===== src/rtl/pipe_control_unit_if.sv =====
// Control bundle between the Y86-64 stage registers and pipe_control_unit.
// master = pipeline datapath side, slave = hazard/status controller side.
interface pipe_control_unit_if #(
    parameter int CNT_W = 32
);
    logic             run_en;
    logic [3:0]       D_icode;
    logic [3:0]       d_srcA;
    logic [3:0]       d_srcB;
    logic [3:0]       E_icode;
    logic [3:0]       E_dstM;
    logic             e_Cnd;
    logic [3:0]       M_icode;
    logic [3:0]       m_stat;
    logic [3:0]       W_stat;
    logic [3:0]       W_icode;

    logic             F_stall;
    logic             D_stall;
    logic             W_stall;
    logic             D_bubble;
    logic             E_bubble;
    logic             M_bubble;
    logic             W_bubble;
    logic             set_cc;
    logic [3:0]       cpu_stat;
    logic [CNT_W-1:0] cyc_cnt;
    logic [CNT_W-1:0] ret_cnt;
    logic [CNT_W-1:0] stall_cnt;
    logic [CNT_W-1:0] misp_cnt;

    modport master (
        output run_en, D_icode, d_srcA, d_srcB, E_icode, E_dstM, e_Cnd,
               M_icode, m_stat, W_stat, W_icode,
        input  F_stall, D_stall, W_stall, D_bubble, E_bubble, M_bubble, W_bubble,
               set_cc, cpu_stat, cyc_cnt, ret_cnt, stall_cnt, misp_cnt
    );

    modport slave (
        input  run_en, D_icode, d_srcA, d_srcB, E_icode, E_dstM, e_Cnd,
               M_icode, m_stat, W_stat, W_icode,
        output F_stall, D_stall, W_stall, D_bubble, E_bubble, M_bubble, W_bubble,
               set_cc, cpu_stat, cyc_cnt, ret_cnt, stall_cnt, misp_cnt
    );
endinterface


===== src/rtl/pipe_control_unit.sv =====
// Y86-64 5-stage hazard controller: per-cycle stall/bubble generation, CPU status FSM
// (run/pause/halt/fault) and saturating performance counters.
module pipe_control_unit #(
    parameter int CNT_W = 32
) (
    input  logic               clk,
    input  logic               reset,
    pipe_control_unit_if.slave ctl
);
    localparam logic [3:0] I_NOP    = 4'h1;
    localparam logic [3:0] I_MRMOVQ = 4'h5;
    localparam logic [3:0] I_OPQ    = 4'h6;
    localparam logic [3:0] I_JXX    = 4'h7;
    localparam logic [3:0] I_RET    = 4'h9;
    localparam logic [3:0] I_POPQ   = 4'hB;
    localparam logic [3:0] R_NONE   = 4'hF;
    localparam logic [3:0] S_ADR    = 4'h1;
    localparam logic [3:0] S_INS    = 4'h2;
    localparam logic [3:0] S_HLT    = 4'h3;
    localparam logic [3:0] S_AOK    = 4'h4;

    typedef enum logic [1:0] {
        ST_RUN,
        ST_PAUSE,
        ST_HALT,
        ST_FAULT
    } state_t;

    state_t           state;
    logic [3:0]       cpu_stat;
    logic [CNT_W-1:0] cyc_cnt;
    logic [CNT_W-1:0] ret_cnt;
    logic [CNT_W-1:0] stall_cnt;
    logic [CNT_W-1:0] misp_cnt;

    logic load_use;
    logic ret_p;
    logic misp;
    logic m_exc;
    logic w_exc;

    logic f_stall;
    logic d_stall;
    logic w_stall;
    logic d_bubble;
    logic e_bubble;
    logic m_bubble;
    logic w_bubble;
    logic set_cc;

    function automatic logic is_exc(input logic [3:0] s);
        return (s == S_ADR) || (s == S_INS) || (s == S_HLT);
    endfunction

    // Counters stick at all-ones instead of wrapping back to zero.
    function automatic logic [CNT_W-1:0] sat_inc(input logic [CNT_W-1:0] v, input logic en);
        return (en && (v != '1)) ? v + CNT_W'(1) : v;
    endfunction

    assign load_use = ((ctl.E_icode == I_MRMOVQ) || (ctl.E_icode == I_POPQ))
                   && (ctl.E_dstM != R_NONE)
                   && ((ctl.E_dstM == ctl.d_srcA) || (ctl.E_dstM == ctl.d_srcB));
    assign ret_p    = (ctl.D_icode == I_RET) || (ctl.E_icode == I_RET) || (ctl.M_icode == I_RET);
    assign misp     = (ctl.E_icode == I_JXX) && !ctl.e_Cnd;
    assign m_exc    = is_exc(ctl.m_stat);
    assign w_exc    = is_exc(ctl.W_stat);

    always_comb begin
        // NOTE: every output gets a default first so no path through this block infers a latch.
        f_stall  = 1'b0;
        d_stall  = 1'b0;
        w_stall  = 1'b0;
        d_bubble = 1'b0;
        e_bubble = 1'b0;
        m_bubble = 1'b0;
        w_bubble = 1'b0;
        set_cc   = 1'b0;
        if (reset) begin
            // Flush: every downstream register loads a NOP while reset is held.
            d_bubble = 1'b1;
            e_bubble = 1'b1;
            m_bubble = 1'b1;
            w_bubble = 1'b1;
        end else if (state == ST_RUN) begin
            f_stall  = load_use | ret_p;
            d_stall  = load_use;
            d_bubble = misp | (ret_p & !load_use);
            e_bubble = misp | load_use;
            m_bubble = m_exc | w_exc;
            w_stall  = w_exc;
            set_cc   = (ctl.E_icode == I_OPQ) && !m_exc && !w_exc;
        end else begin
            f_stall  = 1'b1;
            d_stall  = 1'b1;
            w_stall  = 1'b1;
        end
    end

    always_ff @(posedge clk) begin
        // NOTE: non-blocking assignments so every register samples pre-edge values.
        if (reset) begin
            state     <= ST_RUN;
            cpu_stat  <= S_AOK;
            cyc_cnt   <= '0;
            ret_cnt   <= '0;
            stall_cnt <= '0;
            misp_cnt  <= '0;
        end else begin
            case (state)
                ST_RUN: begin
                    cyc_cnt   <= sat_inc(cyc_cnt, 1'b1);
                    ret_cnt   <= sat_inc(ret_cnt, (ctl.W_stat == S_AOK) && (ctl.W_icode != I_NOP) && !w_bubble);
                    stall_cnt <= sat_inc(stall_cnt, f_stall);
                    misp_cnt  <= sat_inc(misp_cnt, misp);
                    // Retirement status outranks a pause request.
                    if (ctl.W_stat == S_HLT) begin
                        state    <= ST_HALT;
                        cpu_stat <= S_HLT;
                    end else if ((ctl.W_stat == S_ADR) || (ctl.W_stat == S_INS)) begin
                        state    <= ST_FAULT;
                        cpu_stat <= ctl.W_stat;
                    end else if (!ctl.run_en) begin
                        state    <= ST_PAUSE;
                    end
                end
                ST_PAUSE: begin
                    if (ctl.run_en) begin
                        state <= ST_RUN;
                    end
                end
                default: begin
                    state <= state;
                end
            endcase
        end
    end

    assign ctl.F_stall   = f_stall;
    assign ctl.D_stall   = d_stall;
    assign ctl.W_stall   = w_stall;
    assign ctl.D_bubble  = d_bubble;
    assign ctl.E_bubble  = e_bubble;
    assign ctl.M_bubble  = m_bubble;
    assign ctl.W_bubble  = w_bubble;
    assign ctl.set_cc    = set_cc;
    assign ctl.cpu_stat  = cpu_stat;
    assign ctl.cyc_cnt   = cyc_cnt;
    assign ctl.ret_cnt   = ret_cnt;
    assign ctl.stall_cnt = stall_cnt;
    assign ctl.misp_cnt  = misp_cnt;
endmodule


===== src/flat_wrapper.sv =====
// flat-port wrapper written by rule: the top's interface ports become plain ports
module pipe_control_unit_flat 
#(
    parameter int CNT_W = 32
)
  (clk, reset, ctl_run_en, ctl_D_icode, ctl_d_srcA, ctl_d_srcB, ctl_E_icode, ctl_E_dstM, ctl_e_Cnd, ctl_M_icode, ctl_m_stat, ctl_W_stat, ctl_W_icode, ctl_F_stall, ctl_D_stall, ctl_W_stall, ctl_D_bubble, ctl_E_bubble, ctl_M_bubble, ctl_W_bubble, ctl_set_cc, ctl_cpu_stat, ctl_cyc_cnt, ctl_ret_cnt, ctl_stall_cnt, ctl_misp_cnt);
  pipe_control_unit_if #(.CNT_W(CNT_W)) ctl_i ();
  input  logic clk;
  input  logic reset;
  input wire logic [$bits(ctl_i.run_en)-1:0] ctl_run_en;
  input wire logic [$bits(ctl_i.D_icode)-1:0] ctl_D_icode;
  input wire logic [$bits(ctl_i.d_srcA)-1:0] ctl_d_srcA;
  input wire logic [$bits(ctl_i.d_srcB)-1:0] ctl_d_srcB;
  input wire logic [$bits(ctl_i.E_icode)-1:0] ctl_E_icode;
  input wire logic [$bits(ctl_i.E_dstM)-1:0] ctl_E_dstM;
  input wire logic [$bits(ctl_i.e_Cnd)-1:0] ctl_e_Cnd;
  input wire logic [$bits(ctl_i.M_icode)-1:0] ctl_M_icode;
  input wire logic [$bits(ctl_i.m_stat)-1:0] ctl_m_stat;
  input wire logic [$bits(ctl_i.W_stat)-1:0] ctl_W_stat;
  input wire logic [$bits(ctl_i.W_icode)-1:0] ctl_W_icode;
  output wire logic [$bits(ctl_i.F_stall)-1:0] ctl_F_stall;
  output wire logic [$bits(ctl_i.D_stall)-1:0] ctl_D_stall;
  output wire logic [$bits(ctl_i.W_stall)-1:0] ctl_W_stall;
  output wire logic [$bits(ctl_i.D_bubble)-1:0] ctl_D_bubble;
  output wire logic [$bits(ctl_i.E_bubble)-1:0] ctl_E_bubble;
  output wire logic [$bits(ctl_i.M_bubble)-1:0] ctl_M_bubble;
  output wire logic [$bits(ctl_i.W_bubble)-1:0] ctl_W_bubble;
  output wire logic [$bits(ctl_i.set_cc)-1:0] ctl_set_cc;
  output wire logic [$bits(ctl_i.cpu_stat)-1:0] ctl_cpu_stat;
  output wire logic [$bits(ctl_i.cyc_cnt)-1:0] ctl_cyc_cnt;
  output wire logic [$bits(ctl_i.ret_cnt)-1:0] ctl_ret_cnt;
  output wire logic [$bits(ctl_i.stall_cnt)-1:0] ctl_stall_cnt;
  output wire logic [$bits(ctl_i.misp_cnt)-1:0] ctl_misp_cnt;
  assign ctl_i.run_en = ctl_run_en;
  assign ctl_i.D_icode = ctl_D_icode;
  assign ctl_i.d_srcA = ctl_d_srcA;
  assign ctl_i.d_srcB = ctl_d_srcB;
  assign ctl_i.E_icode = ctl_E_icode;
  assign ctl_i.E_dstM = ctl_E_dstM;
  assign ctl_i.e_Cnd = ctl_e_Cnd;
  assign ctl_i.M_icode = ctl_M_icode;
  assign ctl_i.m_stat = ctl_m_stat;
  assign ctl_i.W_stat = ctl_W_stat;
  assign ctl_i.W_icode = ctl_W_icode;
  assign ctl_F_stall = ctl_i.F_stall;
  assign ctl_D_stall = ctl_i.D_stall;
  assign ctl_W_stall = ctl_i.W_stall;
  assign ctl_D_bubble = ctl_i.D_bubble;
  assign ctl_E_bubble = ctl_i.E_bubble;
  assign ctl_M_bubble = ctl_i.M_bubble;
  assign ctl_W_bubble = ctl_i.W_bubble;
  assign ctl_set_cc = ctl_i.set_cc;
  assign ctl_cpu_stat = ctl_i.cpu_stat;
  assign ctl_cyc_cnt = ctl_i.cyc_cnt;
  assign ctl_ret_cnt = ctl_i.ret_cnt;
  assign ctl_stall_cnt = ctl_i.stall_cnt;
  assign ctl_misp_cnt = ctl_i.misp_cnt;
  pipe_control_unit #(.CNT_W(CNT_W)) u_core (.clk(clk), .reset(reset), .ctl(ctl_i));
endmodule

===== config.mk =====
export PLATFORM = sky130hd
export DESIGN_NAME = pipe_control_unit_flat
export DESIGN_NICKNAME = d
export VERILOG_FILES = /design/src/rtl/pipe_control_unit_if.sv /design/src/rtl/pipe_control_unit.sv /design/src/flat_wrapper.sv
export SDC_FILE = /design/constraint.sdc
export NUM_CORES = 1
export LEC_CHECK = 0
export ABC_AREA = 0
export CORE_AREA = 10 10 143 145
export DETAILED_ROUTE_END_ITERATION = 10
export DIE_AREA = 0 0 153 155
export PLACE_DENSITY = 0.63
export SLEW_MARGIN = 10
export SYNTH_ARGS = -nofsm -noshare
export SYNTH_HDL_FRONTEND = slang
export SYNTH_SLANG_ARGS = --single-unit

===== constraint.sdc =====
create_clock -name clk -period 3.8 [get_ports clk]
set_input_delay 0.76 -clock clk [delete_from_list [all_inputs] [get_ports clk]]
set_output_delay 0.76 -clock clk [all_outputs]
set_load 0.05 [all_outputs]

**Word-level counts from Yosys, hierarchy flattened**

Index checks and enable logic that the tools add are counted.

- Bits of input ports: 40
- Flip-flop bits (word level): 134

- Equal/unequal tests: 25
- Reductions and logical operators: 32
- Add/sub/neg operators: 4
- Bitwise logic cells: 5
- Multiplexer cells: 22

Operator list:

| kind | number |
|---|---|
| $add 32x1->32 const B | 4 |
| $ne 32x32->1 const B | 4 |
| $eq 4x2->1 const B | 4 |
| $eq 4x3->1 const B | 4 |
| $eq 4x4->1 const B | 4 |
| $mux 1 | 15 |
| $logic_and 1x1->1 | 10 |
| $reduce_and 2->1 | 5 |
| $eq 4x1->1 const B | 2 |
| $eq 4x4->1 | 2 |
| $logic_or 1x1->1 | 8 |
| $mux 2 | 4 |
| $mux 4 | 2 |
| $logic_not 1->1 | 5 |
| $ne 4x1->1 const B | 1 |
| $ne 4x2->1 const B | 1 |
| $ne 4x4->1 const B | 1 |
| $or 1x1->1 | 4 |
| $pmux 2 s2 | 1 |
| $reduce_bool 2->1 | 2 |
| $reduce_and 3->1 | 1 |
| $eq 2x1->1 const B | 1 |
| $logic_not 2->1 | 1 |
| $ne 2x2->1 const B | 1 |
| $and 1x1->1 | 1 |

**Logic depth before layout (Yosys ltp)**

Gate-level depths: netlist (run 1).

- Word-level depth: 9
- Depth in mapped cells: 9
- Mapped depth without buffers: 7

**Worst setup path before layout (run 1)**

Ideal clock, no wire load.

- Path type: input -> output
- Start: in ctl_W_stat[0]
- End: out ctl_set_cc
- Data arrival time: 2.395 ns
- Stages on the path: 3
- Required time: 3.040 ns
- Path buffers: 0
- Setup slack: 0.645 ns
- Cells stage by stage: o21ai_0 > o31ai_1 > nor3_1

- Word-level cells in the longest chain between the ends: 7
- Elaborated cells on any way between the ends: 9
- Classes of those cells: eq/ne (3); mux (2); reduce/logical (4)

RTL lines:

| item | RTL line | RTL |
|---|---|---|
| start, declared | flat_wrapper.sv:19 | `input wire logic [$bits(ctl_i.W_stat)-1:0] ctl_W_stat;` |
| $eq 4x1->1 or $eq 4x2->1 (tied branches) | pipe_control_unit.sv:52 | `return (s == S_ADR) \|\| (s == S_INS) \|\| (s == S_HLT);` |
| $logic_or 1x1->1 | pipe_control_unit.sv:52 |  |
| $logic_or 1x1->1 (*) | pipe_control_unit.sv:52 |  |
| $logic_not 1->1 (*) | pipe_control_unit.sv:91 | `set_cc = (ctl.E_icode == I_OPQ) && !m_exc && !w_exc;` |
| $logic_and 1x1->1 (*) | pipe_control_unit.sv:91 |  |
| $mux 1 (*) | pipe_control_unit.sv:84 | `end else if (state == ST_RUN) begin` |
| $mux 1 (*) | pipe_control_unit.sv:78 | `if (reset) begin` |
| end, declared | flat_wrapper.sv:28 | `output wire logic [$bits(ctl_i.set_cc)-1:0] ctl_set_cc;` |

Mark *: on every way between the ends. The rest lies on a longest branch, timed or not.

**Final worst setup path (run 1)**

- Start: in ctl_E_dstM[0]
- End: out ctl_D_bubble

- Word-level cells in the longest chain between the ends: 8
- Elaborated cells on any way between the ends: 11
- Classes of those cells: eq/ne (3); mux (2); bitwise (2); reduce/logical (4)

RTL lines:

| item | RTL line | RTL |
|---|---|---|
| start, declared | flat_wrapper.sv:15 | `input wire logic [$bits(ctl_i.E_dstM)-1:0] ctl_E_dstM;` |
| $ne 4x4->1 or $eq 4x4->1 (tied branches) | pipe_control_unit.sv:61, pipe_control_unit.sv:62 |  |
| $logic_and 1x1->1 or $logic_or 1x1->1 (tied branches) | pipe_control_unit.sv:61, pipe_control_unit.sv:62 |  |
| $logic_and 1x1->1 (*) | pipe_control_unit.sv:62 | `&& ((ctl.E_dstM == ctl.d_srcA) \|\| (ctl.E_dstM == ctl.d_srcB));` |
| $logic_not 1->1 (*) | pipe_control_unit.sv:87 | `d_bubble = misp \| (ret_p & !load_use);` |
| $and 1x1->1 (*) | pipe_control_unit.sv:87 |  |
| $or 1x1->1 (*) | pipe_control_unit.sv:87 |  |
| $mux 1 (*) | pipe_control_unit.sv:84 |  |
| $mux 1 (*) | pipe_control_unit.sv:78 |  |
| end, declared | flat_wrapper.sv:24 | `output wire logic [$bits(ctl_i.D_bubble)-1:0] ctl_D_bubble;` |

Marked as above.

==> results.md, run 1 <==
- The maximum frequency from static timing analysis is 295.9 MHz.
- Setup repair after global routing left no endpoint under its margin.
- The core footprint is 17660 um2.
- The maximum fanout along the worst path is 5.
- The category of the worst setup path launch point is a primary input.
- The total of endpoints with negative setup slack in the final report is 0.
- The slowest stage of the critical path belongs to the cell clkdlybuf4s50_1.
- The worst hold path stage count is 1.
- The required time of the worst setup path is 3.04 ns.
- At the pin with the least slew margin, the transition time is 0.9127 ns.
- The portion of total power attributed to the clock network is 52.6%.
- The startpoint identified for the worst hold timing path is u_core.ctl.cpu_stat[3].
- Once detail routing completed, the nets flagged for antenna violations numbered 0.
- The setup slack after placement is 0.3830 ns.
- In the final timing run, aggregate negative setup slack is 0 ns.
- The net switching power is 797.0 uW.
- The count of final max-slew check failures is 0.
- Clock tree synthesis selected as its root buffer the cell clkbuf_16.
- The number of post-CTS setup repair buffers is 0.
- For this run, the share of the core covered by cells in the final layout is 53.84%.
- The number of standard-cell rows in the floorplan is 49.
- The overall via count from detail_route is 6702.
- During synthesis, Yosys emitted a total of 0 warnings.
- The global placement routability congestion is 0.8586.
- The combinational fraction of design power is 7.0%.
- The fraction of registers with async set or reset after synthesis is 0%.
- The worst-case clock skew is 0.009686 ns.
- Sorting the synthesized cells by area gives the leading types as dfxtp_1, nor2_1, xnor2_1.
- Counting flops with a built-in enable in the synthesized netlist gives 0.
- The post-synthesis net count is 859.
- The start-to-end type of the worst setup path is in2out.
- From bottom edge to top edge, the die measures 155 um.
- The number of buffers and inverters on the critical path is 2.
- The mean routed wirelength per cell is 16.86 um.
- Across all register-to-register paths, the minimum setup slack is 1.20 ns.
- The die covers 23720 um2.
- The clock net in this run drives a total of 134 sinks.
- The number of port buffers is 179.
- The synthesized cell area is 6792 um2.
- The wire-length estimate of the detail-placed layout is 15080 um.
- The number of unique standard cell types used by synthesis is 66.
- The share of total power in sequential cells is 40.4%.
- The cell internal power dissipation is 2735 uW.
- Dividing the final minimum period by the clock period gives 88.93%.
- In this run the tightest slew margin relative to its limit is 38.93%.
- In the synthesized netlist, the number of instances is 815.
- In the final layout, the multi-input gates occupy 3886 um2.
- The remaining design rule violation count is 0.
- After clock tree synthesis, the flow added hold-fix buffers numbering 0.
- The CTS clock-pin slew for the worst setup and hold paths is 0.06 ns.
- The total leakage power is 0.003095 uW.
- The logic depth of the worst path, buffers included is 8.
- Of the total power, the share spent switching nets is 22.57%.
- The number of antenna violations at the first check in global routing came to 0.
- TritonCTS built the clock tree.
- The total power after layout is 3532 uW.
- The tightest min-delay check is of the reg2reg type.
- IR analysis of the VDD net gives a maximum drop of 0.2883 mV.
- The capturing element type of the critical path is an output port.
- The source-to-sink clock delay at the later pin of the worst-skew pair is 0.41 ns.
- The worst hold endpoint is u_core.ctl.cpu_stat[3].
- The number of fillers in the final layout is 1662.
- The ratio of routed vias to standard cells is 5.444.
- TritonCTS created 17 clock buffers.
- The number of cells on the worst reg-to-reg path is 6.
- Subtracting the final worst setup slack from the clock period gives 3.380 ns.
- The number of global-route vias before repair is 6345.
- The final hold violation count is 0.
- The flow ran to the end, and the final reports show no timing, DRC or antenna violations.
- The net count of the finished layout is 1033.
- The critical path goes through clkdlybuf4s50_1 > xnor2_1 > nand4_1 > a21oi_2 > nor2_1 > nand2_1 > nand3_1 > buf_12.
- The number of gates resized after CTS was 0.
- The number of detailed-route iterations in the first pass is 5.
- Wires add up to 20760 um.
- The number of antenna diodes in the final layout is 0.
- The first global-routing pass estimated 34070 um of wire.
- The delay of the slowest critical-path stage is 0.55 ns.
- The total congestion overflow is 0.
- The maximum number of pins on one net before global-route repair is 62.
- The top cell type by area accounts for 39.50% of the synthesized area.
- STA puts the critical path data arrival time at 2.62 ns.
- Across the run, the number of max-cap violations was 0.
- Measured along the x axis, the die boundary spans 153 um.
- The total area of sequential cells is 2683 um2.
- The number of buffers between clock root and the deepest sink is 2.
- Relative to the synthesized area, the layout overhead comes to 39.98%.
- The kind of cell with the highest combined delay along the critical path is buffers and inverters.
- The initial cell density of the core is 38.46%.
- The post-synthesis sequential area ratio is 39.50%.
- The origin of the critical flop-to-flop path is u_core.ctl.misp_cnt[6].
- The dominant register cell in the synthesized netlist is dfxtp_1.
- For this design the top-level I/O count stands at 180.
- Averaged over all synthesized cells, the footprint is 8.333 um2.
- After the first detailed-routing iteration, the DRC count stood at 304.
- The end of the worst register-to-register path is u_core.ctl.misp_cnt[1].
- The smallest setup slack after layout is 0.4205 ns.
- In this run the number of H-tree levels came out at 4.
- The register bit total from synthesis is 134.
- The power density normalized to cell area is 371.5 nW/um2.
- Across every metal layer, demand over resource in global routing totals 17.12%.
- The biggest area contributor in the post-synthesis netlist is dfxtp_1.
- The post-route netlist has 7.884% of its cells at a drive strength greater than 1.
routing by layer:
layer / track usage, % / share of wire, % / up-vias
met5: 0 / 0 / -
met4: 5.268 / 1.3 / 0
met3: 5.321 / 6.8 / 17
met2: 26.63 / 44 / 172
met1: 22.18 / 48 / 3150
li1: - / - / 3363
placed cells by master (no fill, tap or decap), drive strengths merged, types with 4 or more instances in the layout:
cell type,netlist,final
a21oi,51,51
a221o,4,4
a31oi,5,5
and2,9,9
and3,20,20
and4,15,15
buf,11,19
bufinv,0,5
clkbuf,24,21
clkdlybuf4s50,0,171
dfxtp,134,134
ha,4,4
inv,15,16
nand2,59,59
nand3,59,59
nand4,44,44
nor2,104,104
nor3,22,22
nor4,12,12
nor4bb,4,4
o21ai,30,30
o311ai,6,6
o31ai,25,25
or2,6,6
or3,26,26
or4,20,20
xnor2,41,41
xor2,35,35
how the worst max path moves through the flow:
stage	startpoint	to	slack, ns
floorplan	ctl_W_stat[0]	ctl_set_cc	0.64
global placement	ctl_E_icode[2]	u_core.ctl.stall_cnt[12]	0.34
detailed placement	ctl_E_icode[2]	u_core.ctl.stall_cnt[22]	0.38
CTS	ctl_E_icode[2]	ctl_D_bubble	0.40
global route	ctl_E_dstM[0]	ctl_D_bubble	0.24
finish	ctl_E_dstM[0]	ctl_D_bubble	0.42
power groups by stage:
stage                     combinational, uW  sequential, uW  clock [uW]
final                                   248            1430        1860
after detailed placement                251            1460           0
after global routing                    266            1430        1950
after CTS                               251            1430        1890
after floorplan                         107            1480           0
after global placement                  249            1460           0
cells by family (layout without fill, tap and decap cells):
| group | after synthesis | after routing | synth area share [%] |
|---|---|---|---|
| fa+ha+maj | 4 | 4 | 0.7369 |
| xor+xnor | 76 | 76 | 9.801 |
| compound gates | 138 | 138 | 12.97 |
| buf+inv | 50 | 237 | 3.482 |
| mux | 3 | 3 | 0.4422 |
| simple gates | 410 | 410 | 33.07 |
| flops | 134 | 134 | 39.50 |
cells in the mapped netlist (5+ instances only):
master      n
nand3_1    58
xnor2_1    41
or2_2       5
nand4_1    43
buf_4       5
inv_1      15
nand2_1    59
nor2_1    103
clkbuf_1   23
nor3_1     20
nor4_1      8
xor2_1     35
and3_1     18
dfxtp_1   134
o311ai_0    5
or3_1      25
o21ai_0    29
and4_1     13
a21oi_1    49
or4_1      20
o31ai_1    25
and2_1      9
stage by stage:
stage,cell area (um2),hold slack [ns],instances
6_report,9507,0.4611,1231
5_1_grt,9507,0.4760,1231
4_1_cts,9507,0.4646,1231
3_5_place_dp,8841,0.4566,1199
3_3_place_gp,8841,0.4472,1199
2_1_floorplan,6792,0.5522,815
sequential cells by signal, summed over array words and instances, names as in the netlist:
signal / cells
u_core.ctl.cyc_cnt: 32
u_core.ctl.misp_cnt: 32
u_core.ctl.ret_cnt: 32
u_core.ctl.stall_cnt: 32
u_core.ctl.cpu_stat: 4
u_core.state: 2
final cells by class:
cell class / instances / share of cell area, %
clock buffers: 21 / 4.949
clock inverters: 11 / 2.053
inverters: 15 / 0.5923
multi-input cells: 631 / 40.88
flip-flops and latches: 134 / 28.22
well taps: 229 / 3.014
repair buffers: 190 / 20.29
(Power assumes the default switching activity.)
==> run 2: changes to the inputs <==
- ABC_CLOCK_PERIOD_IN_PS: not set -> 3800
==> results of run 2 <==
Same layout as run 1: the final DEF is identical, and so are final timing and power.
